===== src/rtl/safecrack_param.sv =====
// Parametrised safe-lock controller: code programming, per-digit entry with
// LED feedback, a retry budget, escalating lockout and a mid-entry timeout.
module safecrack_param #(
  parameter int N_DIGITS     = 4,
  parameter int N_BTN        = 4,
  parameter int MAX_FAILS    = 3,
  parameter int MAX_ESC      = 3,
  parameter int FEEDBACK_CYC = 25_000_000,
  parameter int LOCK_CYC     = 500_000_000,
  parameter int BLINK_CYC    = 5_000_000,
  parameter int TIMEOUT_CYC  = 250_000_000
) (
  input  logic             clk,
  input  logic             rst,
  input  logic             confirm,
  input  logic [N_BTN-1:0] btn_n,
  output logic             led_green,
  output logic             led_red,
  output logic [2:0]       digit_idx,
  output logic [3:0]       fails_left,
  output logic             locked,
  output logic             code_set
);

  localparam int DW  = (N_BTN > 1) ? $clog2(N_BTN) : 1;
  localparam int IW  = (N_DIGITS > 1) ? $clog2(N_DIGITS) : 1;
  localparam int CW  = $clog2(N_DIGITS + 1);
  localparam int FW  = $clog2(MAX_FAILS + 1);
  localparam int EW  = (MAX_ESC > 0) ? $clog2(MAX_ESC + 1) : 1;
  localparam int TOW = $clog2(TIMEOUT_CYC + 1);
  localparam int BW  = (BLINK_CYC > 1) ? $clog2(BLINK_CYC) : 1;

  localparam logic [39:0]    FB_LOAD    = 40'(FEEDBACK_CYC);
  localparam logic [39:0]    LOCK_BASE  = 40'(LOCK_CYC);
  localparam logic [FW-1:0]  FAILS_INIT = FW'(MAX_FAILS);
  localparam logic [EW-1:0]  ESC_MAX    = EW'(MAX_ESC);
  localparam logic [TOW-1:0] TO_LAST    = TOW'(TIMEOUT_CYC - 1);
  localparam logic [BW-1:0]  BLINK_LAST = BW'(BLINK_CYC - 1);
  localparam logic [BW-1:0]  BLINK_HALF = BW'(BLINK_CYC / 2);
  localparam logic [CW-1:0]  CNT_FULL   = CW'(N_DIGITS);
  localparam logic [IW-1:0]  IDX_LAST   = IW'(N_DIGITS - 1);

  typedef enum logic [2:0] {
    IDLE, PROGRAM, INPUT, FEEDBACK, CHECK, RETRY, UNLOCKED, LOCKED
  } state_t;

  // Input synchronisers; the third stage holds the previous synchronised value for edge detection
  logic [N_BTN-1:0] btn_s1_reg, btn_s2_reg, btn_prev_reg;
  logic             conf_s1_reg, conf_s2_reg, conf_prev_reg;

  always_ff @(posedge clk or posedge rst) begin
    if (rst) begin
      btn_s1_reg    <= '1;
      btn_s2_reg    <= '1;
      btn_prev_reg  <= '1;
      conf_s1_reg   <= 1'b0;
      conf_s2_reg   <= 1'b0;
      conf_prev_reg <= 1'b0;
    end else begin
      btn_s1_reg    <= btn_n;
      btn_s2_reg    <= btn_s1_reg;
      btn_prev_reg  <= btn_s2_reg;
      conf_s1_reg   <= confirm;
      conf_s2_reg   <= conf_s1_reg;
      conf_prev_reg <= conf_s2_reg;
    end
  end

  logic             conf_fall;
  logic [N_BTN-1:0] press_vec;
  logic             press;
  logic [DW-1:0]    press_digit;

  assign conf_fall = conf_prev_reg & ~conf_s2_reg;
  assign press_vec = btn_prev_reg & ~btn_s2_reg;

  // Descending scan so the lowest pressed index is the one left standing
  always_comb begin
    press       = 1'b0;
    press_digit = '0;
    for (int i = N_BTN - 1; i >= 0; i--) begin
      if (press_vec[i]) begin
        press       = 1'b1;
        press_digit = DW'(i);
      end
    end
  end

  logic [BW-1:0] blink_reg;
  logic          blink_on;

  always_ff @(posedge clk or posedge rst) begin
    if (rst)                       blink_reg <= '0;
    else if (blink_reg == BLINK_LAST) blink_reg <= '0;
    else                           blink_reg <= blink_reg + BW'(1);
  end

  assign blink_on = (blink_reg >= BLINK_HALF);

  state_t          state_reg, state_next;
  logic [IW-1:0]   idx_reg, idx_next;
  logic [CW-1:0]   prog_cnt_reg, prog_cnt_next;
  logic [FW-1:0]   fails_reg, fails_next;
  logic [EW-1:0]   esc_reg, esc_next;
  logic [39:0]     timer_reg, timer_next;
  logic [TOW-1:0]  idle_reg, idle_next;
  logic            correct_reg, correct_next;
  logic            code_set_reg, code_set_next;
  logic            led_green_reg, led_green_next;
  logic            led_red_reg, led_red_next;
  logic            code_we, att_we;
  logic            timer_done;

  logic [DW-1:0]       code_reg [N_DIGITS];
  logic [DW-1:0]       att_reg  [N_DIGITS];
  logic [N_DIGITS-1:0] digit_ok;

  for (genvar gi = 0; gi < N_DIGITS; gi++) begin : g_match
    assign digit_ok[gi] = (att_reg[gi] == code_reg[gi]);
  end

  always_ff @(posedge clk or posedge rst) begin
    if (rst) begin
      for (int i = 0; i < N_DIGITS; i++) begin
        code_reg[i] <= '0;
        att_reg[i]  <= '0;
      end
    end else begin
      if (code_we) code_reg[prog_cnt_reg[IW-1:0]] <= press_digit;
      if (att_we)  att_reg[idx_reg] <= press_digit;
    end
  end

  always_ff @(posedge clk or posedge rst) begin
    if (rst) begin
      state_reg     <= IDLE;
      idx_reg       <= '0;
      prog_cnt_reg  <= '0;
      fails_reg     <= FAILS_INIT;
      esc_reg       <= '0;
      timer_reg     <= '0;
      idle_reg      <= '0;
      correct_reg   <= 1'b0;
      code_set_reg  <= 1'b0;
      led_green_reg <= 1'b0;
      led_red_reg   <= 1'b0;
    end else begin
      state_reg     <= state_next;
      idx_reg       <= idx_next;
      prog_cnt_reg  <= prog_cnt_next;
      fails_reg     <= fails_next;
      esc_reg       <= esc_next;
      timer_reg     <= timer_next;
      idle_reg      <= idle_next;
      correct_reg   <= correct_next;
      code_set_reg  <= code_set_next;
      led_green_reg <= led_green_next;
      led_red_reg   <= led_red_next;
    end
  end

  assign timer_done = (timer_reg <= 40'd1);

  always_comb begin
    state_next    = state_reg;
    idx_next      = idx_reg;
    prog_cnt_next = prog_cnt_reg;
    fails_next    = fails_reg;
    esc_next      = esc_reg;
    timer_next    = timer_reg;
    idle_next     = idle_reg;
    correct_next  = correct_reg;
    code_set_next = code_set_reg;
    code_we       = 1'b0;
    att_we        = 1'b0;

    case (state_reg)
      IDLE: begin
        if (conf_s2_reg) begin
          state_next = PROGRAM;
        end else if (code_set_reg) begin
          state_next = INPUT;
          idx_next   = '0;
        end
      end
      PROGRAM: begin
        if (conf_fall) begin
          state_next    = IDLE;
          code_set_next = (prog_cnt_reg == CNT_FULL);
        end else if (press && (prog_cnt_reg != CNT_FULL)) begin
          code_we       = 1'b1;
          prog_cnt_next = prog_cnt_reg + CW'(1);
        end
      end
      INPUT: begin
        if (press) begin
          att_we       = 1'b1;
          correct_next = (press_digit == code_reg[idx_reg]);
          timer_next   = FB_LOAD;
          state_next   = FEEDBACK;
        end else if (idx_reg != '0) begin
          // A stalled partial entry is thrown away without costing an attempt
          if (idle_reg == TO_LAST) begin
            idx_next  = '0;
            idle_next = '0;
          end else begin
            idle_next = idle_reg + TOW'(1);
          end
        end
      end
      FEEDBACK: begin
        if (timer_done) begin
          timer_next = '0;
          if (idx_reg == IDX_LAST) begin
            state_next = CHECK;
          end else begin
            idx_next   = idx_reg + IW'(1);
            state_next = INPUT;
          end
        end else begin
          timer_next = timer_reg - 40'd1;
        end
      end
      CHECK: begin
        if (&digit_ok) begin
          state_next = UNLOCKED;
          fails_next = FAILS_INIT;
          esc_next   = '0;
        end else if (fails_reg <= FW'(1)) begin
          fails_next = '0;
          state_next = LOCKED;
          timer_next = LOCK_BASE << esc_reg;
        end else begin
          fails_next = fails_reg - FW'(1);
          state_next = RETRY;
          timer_next = FB_LOAD;
        end
      end
      RETRY: begin
        if (timer_done) begin
          timer_next = '0;
          idx_next   = '0;
          state_next = INPUT;
        end else begin
          timer_next = timer_reg - 40'd1;
        end
      end
      UNLOCKED: begin
        if (conf_s2_reg) state_next = PROGRAM;
      end
      LOCKED: begin
        if (timer_done) begin
          timer_next = '0;
          esc_next   = (esc_reg >= ESC_MAX) ? esc_reg : esc_reg + EW'(1);
          fails_next = FAILS_INIT;
          state_next = IDLE;
        end else begin
          timer_next = timer_reg - 40'd1;
        end
      end
      default: state_next = IDLE;
    endcase

    // Entry actions shared by every path into PROGRAM and INPUT
    if ((state_next == PROGRAM) && (state_reg != PROGRAM)) begin
      code_set_next = 1'b0;
      prog_cnt_next = '0;
      fails_next    = FAILS_INIT;
      esc_next      = '0;
    end
    if ((state_next == INPUT) && (state_reg != INPUT)) begin
      idle_next = '0;
    end
  end

  always_comb begin
    led_green_next = (state_reg == UNLOCKED) ||
                     ((state_reg == FEEDBACK) && correct_reg && blink_on);
    led_red_next   = (state_reg == LOCKED) || ((state_reg == RETRY) && blink_on);
  end

  assign led_green  = led_green_reg;
  assign led_red    = led_red_reg;
  assign digit_idx  = 3'(idx_reg);
  assign fails_left = 4'(fails_reg);
  assign locked     = (state_reg == LOCKED);
  assign code_set   = code_set_reg;

endmodule


===== config.mk =====
export PLATFORM = sky130hd
export DESIGN_NAME = safecrack_param
export DESIGN_NICKNAME = d
export VERILOG_FILES = /design/src/rtl/safecrack_param.sv
export SDC_FILE = /design/constraint.sdc
export NUM_CORES = 1
export LEC_CHECK = 0
export ABC_AREA = 1
export CAP_MARGIN = 20
export CORE_ASPECT_RATIO = 0.6
export CORE_MARGIN = 2
export CORE_UTILIZATION = 35
export CTS_BUF_LIST = sky130_fd_sc_hd__clkbuf_16
export CTS_CLUSTER_DIAMETER = 200
export DETAILED_ROUTE_END_ITERATION = 6
export DONT_BUFFER_PORTS = 1
export GPL_TIMING_DRIVEN = 0
export SLEW_MARGIN = 20
export SYNTH_ARGS = -nofsm -noshare
export SYNTH_HDL_FRONTEND = slang
export SYNTH_SLANG_ARGS = --single-unit

===== constraint.sdc =====
create_clock -name clk -period 12.1 [get_ports clk]
set_clock_uncertainty 0.05 [all_clocks]
set_input_delay 1.21 -clock clk [delete_from_list [all_inputs] [get_ports clk]]
set_output_delay 1.21 -clock clk [all_outputs]
set_load 0.02 [all_outputs]

==> metrics.cfg, run 1 <==
[logic_synthesis]
synth_edf_count=0
synth.area.top_cells=dfrtp_1, nand2_1, inv_1, nor2_1, o21ai_0
synthFlopType=dfrtp_1
yosysTopAreaCell=dfrtp_1
ys_ff_latch=138
synth_area_um2=8601
ys_seq_area_frac=0.4035
netlist_instances=1146
async_reset_ff_frac=1.000
yosysUniqueCellTypes=55
synth_top_area_share=0.3608
syn_area_per_cell_um2=7.505
yosysWarnings=0

[hold_path]
hold_depth=0
min_from=conf_s1_reg$_DFF_PP0_
holdPathEnd=conf_s2_reg$_DFF_PP0_
worstHoldPathType=flop to flop

[drt]
drt-initial-drc-count=948
routedWlPerCell_um=15.06
final_antenna_net_count=0
totalWireLength_um=22640
via_count=7510
drc=0
firstDrtPassIters=5
via_per_inst=4.997

[worst_setup_path]
path_class=flop to primary output
reg2regPathDepth=10
required_ns=10.84
r2r_end=code_set$_DFFE_PP0P_
critPathArrivalTime_ns=1.66
startpoint_type=flop
crit_path_max_fanout=8
r2r_slack_ns=9.45
endpoint_kind=primary output
worstReg2RegStart=fails_reg[1]$_DFFE_PP1P_

[sta]
holdWs_ns=0.2992
tightest_slew_ns=0.7101
setup_violations=0
slew_viol_final=0
fin_crit_sh=0.2413
maxSlewHeadroom=0.5230
finalHoldViolations=0
post-route-min-period_ns=2.920
fin_tns_setup_ns=0
rsz0062_at_grt=false
max_freq_ghz=0.3425

[die]
die_w_um=206.4
die_y_um=125.4
io_pins=18
dieArea_um2=25880
initial_utilization=0.3559
placementRows=44
core_area_um2=24170

[global_route]
antenna_found_initial=0
grt_pass1_vias=6920
gr-total-overflow=0
grt_use_total=0.1886
grt_max_degree=96
grt_pass1_wl_um=37690

[placed_design]
gp_congestion=0.9383
port_buffers=0
dp_hpwl_um=17240
placedInstanceArea_um2=9046

[clock_network]
cts_tree=built
cts_setup_buffers=0
path_clk_slew_ns=0.06
insertion_delay_ns=0.43
cts_buffer_depth=2
cts.sinks=138
cts_resized=0
cts_root_buf=clkbuf_16
ctsHoldBuffers=0
htreeDepth=4
cts_buffers=17

[finish]
largest_reg_flops=40
fin_area_um2=9620
area_growth_pct=11.86
fill_cells=2503
antenna_cells=0
drive_gt1_frac=0.1067
fin_nets=1195

[power_and_ir_drop]
ir_drop_v=0.0001180
power.leakage_uw=0.004361
p_per_area_nw_per_um2=179.8

[run]
cap_viol_max_count=0

[status]
status=complete, no violations

stage by stage:
| stage | setup WS, ns | instances | utilization | power (µW) |
|---|---|---|---|---|
| floorplan | 7.167 | 1148 | - | 1042 |
| global placement | 5.331 | 1470 | 0.3729 | 1204 |
| detailed placement | 9.533 | 1471 | 0.3743 | 1212 |
| CTS | 9.158 | 1503 | 0.3981 | 1741 |
| global route | 9.087 | 1503 | 0.3981 | 1847 |
| finish | 9.180 | 1503 | 0.3981 | 1730 |
report_power, final:
group	leakage, µW	internal (µW)	switching (µW)
clock network	0.000279	303	214
registers	0.00179	526	66.4
logic	0.00230	197	423
cells in the mapped netlist, drive strengths merged, types with 3 or more instances:
cell,number
buf,15
nor3,34
inv,161
o21ai,77
o21bai,4
nand2,258
xor2,34
a21boi,13
dfstp,14
or2,9
dfrtp,124
nand4,26
nor3b,3
clkbuf,10
o22ai,6
a22oi,6
a21oi,42
nor4,9
nand3,70
ha,20
o221ai,5
o21a,3
nand3b,3
o211ai,8
xnor2,11
a31oi,4
nor2,165
placed cells by master, fill, tap and decap left out, types with 4 or more instances in the layout:
cell type | netlist | routed
nand2_1 | 250 | 250
inv_1 | 157 | 157
nor2_1 | 147 | 147
dfrtp_1 | 124 | 124
o21ai_0 | 76 | 76
nand3_1 | 68 | 68
xor2_1 | 34 | 34
nor3_1 | 33 | 33
a21oi_1 | 25 | 25
nand4_1 | 25 | 25
ha_1 | 20 | 20
clkbuf_16 | 0 | 17
a21oi_2 | 16 | 16
dfstp_2 | 14 | 14
nor2_2 | 13 | 13
xnor2_1 | 11 | 11
clkbuf_1 | 10 | 10
o211ai_1 | 8 | 8
nor4_1 | 8 | 8
buf_2 | 7 | 7
or2_2 | 7 | 7
a21boi_0 | 7 | 7
a22oi_1 | 6 | 6
o22ai_1 | 6 | 6
nand2_2 | 5 | 5
o221ai_1 | 5 | 5
a21boi_2 | 5 | 5
inv_6 | 0 | 5
nor2_4 | 4 | 4
inv_2 | 4 | 4
a31oi_1 | 4 | 4
buf_4 | 4 | 4
o21bai_1 | 4 | 4
worst max-delay path by stage:
stage	cells after the start	startpoint	to	slack (ns)
floorplan	1	rst	att_reg[0]$_DFFE_PP0P_	7.17
global placement	1	rst	timer_reg[18]$_DFFE_PP0P_	5.33
detailed placement	10	idx_reg[0]$_DFFE_PP0P_	idle_reg[15]$_DFFE_PP0P_	9.53
CTS	2	state_reg[0]$_DFF_PP0_	locked	9.16
global route	2	state_reg[0]$_DFF_PP0_	locked	9.09
finish	2	state_reg[0]$_DFF_PP0_	locked	9.18
critical path, cell delays in order (launching register included):
cell and delay (ns):
dfrtp_1 0.47, nand2_1 0.18, nor2_2 0.59
logic make-up after synthesis:
logic type | count (synthesis) | share of synthesized area
simple gates | 581 | 0.3026
buf+inv | 187 | 0.09092
compound gates | 174 | 0.1276
flops | 138 | 0.4035
xor+xnor | 45 | 0.04583
fa+ha+maj | 20 | 0.02910
other cells | 1 | 0.0004360
cell type report:
cell class | count | area, µm² | area share
Tap cell | 322 | 402.9 | 0.04188
Sequential cell | 138 | 3471 | 0.3608
Clock buffer | 17 | 425.4 | 0.04422
Clock inverter | 15 | 148.9 | 0.01548
Timing Repair Buffer | 1 | 27.53 | 0.002861
Buffer | 25 | 173.9 | 0.01808
Multi-Input combinational cell | 823 | 4355 | 0.4527
Inverter | 162 | 615.6 | 0.06399
routing by layer:
| layer | share of wire | global-route usage | up-vias |
|---|---|---|---|
| li1 | - | - | 3755 |
| met1 | 0.54 | 0.3132 | 3437 |
| met2 | 0.35 | 0.2229 | 294 |
| met3 | 0.096 | 0.05709 | 24 |
| met4 | 0.013 | 0.05168 | 0 |
| met5 | 0 | 0 | - |
(Power assumes the default switching activity.)
==> run 2, diff against run 1 <==
==> constraint.sdc (replaced) <==
create_clock -name clk -period 2.6 [get_ports clk]
set_clock_uncertainty 0.05 [all_clocks]
set_input_delay 0.26 -clock clk [delete_from_list [all_inputs] [get_ports clk]]
set_output_delay 0.26 -clock clk [all_outputs]
set_load 0.02 [all_outputs]
==> run 2 against run 1 <==
  * Hold slack is essentially flat
  * Clock power grew to 4.2 times the previous value
  * Final cell count grew 0.73%
  * First-iteration DRC count shrank 16%
  * Worst setup slack lost 9.0 ns
  * Flip-flop and latch count is the same
==> metrics.cfg, run 2 (synthesis results as in run 1) <==
[sta]
post-route-min-period_ns=2.425
slew_viol_final=0  ; unchanged
tightest_slew_ns=0.7831  ; was 0.7101 ns
maxSlewHeadroom=0.4739  ; was 0.5230
fin_crit_sh=0.9326
max_freq_ghz=0.4124
finalHoldViolations=0  ; unchanged
rsz0062_at_grt=false  ; unchanged
setup_violations=0  ; unchanged

[status]
status=complete, no violations  ; unchanged

[global_route]
grt_pass1_wl_um=37700  ; was 37690 µm
grt_use_total=0.1891  ; was 0.1886
grt_max_degree=33  ; was 96
gr-total-overflow=0  ; unchanged
grt_pass1_vias=6884  ; was 6920
antenna_found_initial=0  ; unchanged

[worst_setup_path]
r2r_end=timer_reg[22]$_DFFE_PP0P_  ; was code_set$_DFFE_PP0P_
worstReg2RegStart=timer_reg[0]$_DFFE_PP0P_  ; was fails_reg[1]$_DFFE_PP1P_
crit_path_max_fanout=10  ; was 8
endpoint_kind=flop  ; was primary output
startpoint_type=flop  ; unchanged
r2r_slack_ns=0.18  ; was 9.45 ns
required_ns=2.85  ; was 10.84 ns
critPathArrivalTime_ns=2.67  ; was 1.66 ns
path_class=flop to flop  ; was flop to primary output
reg2regPathDepth=11  ; was 10

[placed_design]
placedInstanceArea_um2=9095  ; was 9046 µm²
dp_hpwl_um=17790  ; was 17240 µm
port_buffers=0  ; unchanged
gp_congestion=0.9582  ; was 0.9383

[drt]
via_count=7631  ; was 7510
totalWireLength_um=23140  ; was 22640 µm
final_antenna_net_count=0  ; unchanged
drt-initial-drc-count=792  ; was 948
firstDrtPassIters=5  ; unchanged
via_per_inst=5.040  ; was 4.997
drc=0  ; unchanged
routedWlPerCell_um=15.28  ; was 15.06 µm

[run]
cap_viol_max_count=0  ; unchanged

[die]
initial_utilization=0.3559  ; unchanged
io_pins=18  ; unchanged
die_y_um=125.4  ; unchanged
placementRows=44  ; unchanged
dieArea_um2=25880  ; unchanged
core_area_um2=24170  ; unchanged
die_w_um=206.4  ; unchanged

[hold_path]
worstHoldPathType=flop to flop  ; unchanged
holdPathEnd=conf_s2_reg$_DFF_PP0_  ; unchanged
min_from=conf_s1_reg$_DFF_PP0_  ; unchanged
hold_depth=0  ; unchanged

[finish]
largest_reg_flops=40  ; unchanged
seq_area_um2=3472  ; was 3471 µm²
area_growth_pct=13.12  ; was 11.86%
final_common_cell=nand2_1  ; unchanged
drive_gt1_frac=0.1166  ; was 0.1067
multi_input_area_um2=4392  ; was 4355 µm²
antenna_cells=0  ; unchanged
mostFrequentLayoutCells=nand2_1, inv_1, nor2_1, dfrtp_1, o21ai_0  ; unchanged
fill_cells=2472  ; was 2503
fin_area_um2=9729  ; was 9620 µm²
fin_nets=1206  ; was 1195
final_util=0.4026  ; was 0.3981

[clock_network]
insertion_delay_ns=0.44  ; was 0.43 ns
cts_buffer_depth=2  ; unchanged
path_clk_slew_ns=0.06  ; about the same
cts_tree=built  ; unchanged
cts_root_buf=clkbuf_16  ; unchanged
cts_buffers=17  ; unchanged
htreeDepth=4  ; unchanged
cts.sinks=138  ; unchanged

[power_and_ir_drop]
ir_drop_v=0.0005543  ; was 0.0001180 V
power.leakage_uw=0.004402  ; was 0.004361 µW
p_per_area_nw_per_um2=810.7  ; was 179.8 nW/µm²

run 2: changes by cell type in the layout (fill, tap and decap cells not counted), moves of 4 or more:
cell / delta
dlygate4sd3_1: +6
buf_12: +4
clkbuf_1: -4
clkbuf_2: +4
run 2: layer usage:
metal  up-vias  part of all wire  global-route usage
li1       3782                 -                   -
met1      3540              0.53              0.3177
met2       288              0.35              0.2173
met3        21              0.10             0.05839
met4         0             0.012             0.05294
met5         -                 0                   0
run 2: per-stage QoR:
step,setup TNS [ns],hold slack (ns),power [µW],setup WS (ns),std cells
after CTS,0,0.2915,7844,0.03421,1512
after detailed placement,-0.04594,0.1763,5648,-0.04594,1474
after floorplan,0,0.2145,4851,0.5599,1148
after global routing,0,0.2986,8463,0.01366,1514
after global placement,-33.85,0.2145,5605,-0.2938,1470
final,0,0.2993,7888,0.1753,1514
run 2: area by class of cell:
type / count / area share
Buffer: 25 / 0.01890
Clock buffer: 17 / 0.04372
Clock inverter: 15 / 0.008873
Inverter: 162 / 0.06289
Multi-Input combinational cell: 823 / 0.4514
Sequential cell: 138 / 0.3569
Tap cell: 322 / 0.04141
Timing Repair Buffer: 12 / 0.01595
run 2: how the worst max path moves through the flow:
| stage | start | endpoint | slack, ns | cells past startpoint |
|---|---|---|---|---|
| after floorplan | idx_reg[0]$_DFFE_PP0P_ | idle_reg[18]$_DFFE_PP0P_ | 0.56 | 10 |
| after global placement | rst | timer_reg[13]$_DFFE_PP0P_ | -0.29 | 1 |
| after detailed placement | idx_reg[0]$_DFFE_PP0P_ | idle_reg[1]$_DFFE_PP0P_ | -0.05 | 9 |
| after CTS | idx_reg[0]$_DFFE_PP0P_ | idle_reg[1]$_DFFE_PP0P_ | 0.03 | 9 |
| after global routing | btn_s2_reg[2]$_DFF_PP1_ | idle_reg[7]$_DFFE_PP0P_ | 0.01 | 13 |
| final | timer_reg[0]$_DFFE_PP0P_ | timer_reg[22]$_DFFE_PP0P_ | 0.18 | 11 |
run 2: timing repair:
action / in CTS / in global routing
endpoints found under the setup margin: 1 / 45
setup buffers: 0 / 2
endpoints found under the hold margin: 21 / 0
hold buffers: 6 / 0
gates resized for setup: 1 / 20
run 2: where the power goes:
part	leakage (µW)	switching, µW	internal [µW]
Sequential	0.00178	324	2450
Combinational	0.00237	1970	981
Clock	0.000252	966	1190
run 2: critical path, cell delays in order (launching register included):
cell and delay, ns:
dfrtp_1 0.43, inv_1 0.08, ha_1 0.17, nand2_2 0.09, nor2_4 0.22, nand2_4 0.13, nand2_4 0.10, nand3_4 0.09
o21ai_0 0.19, buf_4 0.27, buf_2 0.29, o221ai_1 0.16
==> run 3, diff against run 2 <==
--- a/config.mk
+++ b/config.mk
@@ -15,6 +15,7 @@
 export DETAILED_ROUTE_END_ITERATION = 6
 export DONT_BUFFER_PORTS = 1
 export GPL_TIMING_DRIVEN = 0
+export REMOVE_ABC_BUFFERS = 1
 export SLEW_MARGIN = 20
 export SYNTH_ARGS = -nofsm -noshare
 export SYNTH_HDL_FRONTEND = slang
==> run 3 against run 2 <==
  * Flip-flop and latch count unchanged
  * Non-clock buffer count decreased by 15
  * Sequential power about the same
  * Hold slack improved by 0.0061 ns
  * First-iteration DRC count increased by 4.7%
  * Via count decreased by 1.1%
  * Global-route usage decreased by 0.51 points
  * Final cell count decreased by 0.92%
==> metrics.cfg, run 3 (synthesis results as in run 1) <==
[status]
status=complete, no violations  ; unchanged

[finish]
final_cells=1500  ; was 1514
final_common_cell=nand2_1  ; unchanged
fin_nets=1192  ; was 1206
fill_cells=2470  ; was 2472
seq_area_um2=3472  ; unchanged
multi_input_area_um2=4423  ; was 4392 µm²
area_growth_pct=13.57  ; was 13.12%
largest_reg_flops=40  ; unchanged
drive_gt1_frac=0.1171  ; was 0.1166
antenna_cells=0  ; unchanged
mostFrequentLayoutCells=nand2_1, inv_1, nor2_1, dfrtp_1, o21ai_0  ; unchanged

[hold_path]
worstHoldPathType=flop to flop  ; unchanged
min_from=btn_s1_reg[1]$_DFF_PP1_  ; was conf_s1_reg$_DFF_PP0_
hold_depth=0  ; unchanged

[worst_setup_path]
endpoint_kind=flop  ; unchanged
path_class=flop to flop  ; unchanged
crit_path_max_fanout=17  ; was 10
reg2regPathDepth=11  ; unchanged
worstReg2RegStart=btn_prev_reg[3]$_DFF_PP1_  ; was timer_reg[0]$_DFFE_PP0P_
required_ns=2.87  ; was 2.85 ns
critPathArrivalTime_ns=2.74  ; was 2.67 ns
startpoint=btn_prev_reg[3]$_DFF_PP1_  ; was timer_reg[0]$_DFFE_PP0P_
startpoint_type=flop  ; unchanged

[drt]
via_per_inst=5.031  ; was 5.040
drc=0  ; unchanged
firstDrtPassIters=6  ; was 5
drt-initial-drc-count=829  ; was 792
totalWireLength_um=22230  ; was 23140 µm
routedWlPerCell_um=14.82  ; was 15.28 µm
via_count=7547  ; was 7631
final_antenna_net_count=0  ; unchanged

[clock_network]
htreeDepth=4  ; unchanged
cts.sinks=138  ; unchanged
insertion_delay_ns=0.44  ; about the same
cts_tree=built  ; unchanged
path_clk_slew_ns=0.06  ; about the same
cts_root_buf=clkbuf_16  ; unchanged
cts_buffers=17  ; unchanged
cts_buffer_depth=2  ; unchanged

[global_route]
grt_use_total=0.1840  ; was 0.1891
antenna_found_initial=0  ; unchanged
gr-total-overflow=0  ; unchanged
grt_max_degree=72  ; was 33
grt_pass1_wl_um=37450  ; was 37700 µm
grt_pass1_vias=7092  ; was 6884

[power_and_ir_drop]
ir_drop_v=0.0006349  ; was 0.0005543 V
power.leakage_uw=0.004412  ; was 0.004402 µW
p_per_area_nw_per_um2=833.6  ; was 810.7 nW/µm²

[run]
cap_viol_max_count=0  ; unchanged

[sta]
setup_violations=0  ; unchanged
fin_tns_setup_ns=0  ; unchanged
maxSlewHeadroom=0.5875  ; was 0.4739
tightest_slew_ns=0.6180  ; was 0.7831 ns
slew_viol_final=0  ; unchanged
post-route-min-period_ns=2.466  ; was 2.425 ns
holdWs_ns=0.3054  ; was 0.2993 ns
finalHoldViolations=0  ; unchanged
fin_crit_sh=0.9484  ; was 0.9326
fin_ws_ns=0.1343  ; was 0.1753 ns
max_freq_ghz=0.4056  ; was 0.4124 GHz

[placed_design]
dpl_worst_slack_ns=-0.5855  ; was -0.04594 ns
port_buffers=0  ; unchanged
post-place-cells=1447  ; was 1474
gp_congestion=0.8993  ; was 0.9582
dp_hpwl_um=15740  ; was 17790 µm

[die]
die_w_um=206.4  ; unchanged
placementRows=44  ; unchanged
dieArea_um2=25880  ; unchanged
core_area_um2=24170  ; unchanged
io_pins=18  ; unchanged
initial_utilization=0.3559  ; unchanged
die_y_um=125.4  ; unchanged

-- run 3: changes by cell type in the layout (fill, tap and decap cells not counted), moves of 3 or more --
cell	delta
clkbuf_1	-6
buf_12	-5
buf_2	-5
buf_4	+5
clkbuf_2	-4
clkinv_1	-4
inv_1	-4
bufinv_16	+3
-- run 3: layer usage --
layer	routed length (µm)	global-route usage
met5	0	0
met4	201	0.04076
met3	1746	0.05396
met2	8234	0.2317
met1	12040	0.2983
-- run 3: layout make-up --
type	instances	share of cell area
Tap cell	322	0.04124
Clock inverter	15	0.01793
Inverter	162	0.06520
Multi-Input combinational cell	824	0.4528
Sequential cell	138	0.3555
Timing Repair Buffer	22	0.02382
Clock buffer	17	0.04355
-- run 3: per-stage QoR --
| step | instance area [µm²] | utilization | power (µW) |
|---|---|---|---|
| global placement | 8837 | 0.3657 | 5241 |
| finish | 9768 | 0.4042 | 8143 |
| detailed placement | 8891 | 0.3679 | 5330 |
| global route | 9768 | 0.4042 | 8680 |
| CTS | 9678 | 0.4004 | 8123 |
| floorplan | 8434 | - | 4580 |
-- run 3: worst paths after layout --
check	to	slack, ns
worst min-delay path	btn_s2_reg[1]$_DFF_PP1_	0.31
worst min register to register	btn_s2_reg[1]$_DFF_PP1_	0.31
worst max register to register	timer_reg[20]$_DFFE_PP0P_	0.13
worst max-delay path	timer_reg[20]$_DFFE_PP0P_	0.13
min in group asynchronous	blink_reg[11]$_DFF_PP0_	0.32
max in group asynchronous	fails_reg[0]$_DFFE_PP1P_	1.40
-- run 3: critical path, cell delays in order, from the launching register on --
cell     delay (ns)
dfstp_2        0.52
inv_1          0.04
o21ai_0        0.15
inv_1          0.07
nand3_1        0.22
nor2_4         0.08
nor2_1         0.18
nand2_4        0.22
nor2_4         0.25
o21ai_0        0.24
a21oi_2        0.23
a21oi_1        0.09
-- run 3: timing repair --
item | in CTS | in global routing
hold buffers | 6 | 0
setup endpoints to repair | 45 | 41
setup buffers | 8 | 6
endpoints found under the hold margin | 60 | 0
gates cloned | 1 | 0
pin swaps | 2 | 2
resized for setup | 8 | 12
-- run 3: where the power goes --
group / switching, µW / leakage, µW / internal, µW / total [µW]
Clock: 1010 / 0.000297 / 1510 / 2520
Sequential: 330 / 0.00178 / 2450 / 2780
Combinational: 1940 / 0.00233 / 908 / 2850
Total: 3270 / 0.00441 / 4870 / 8140
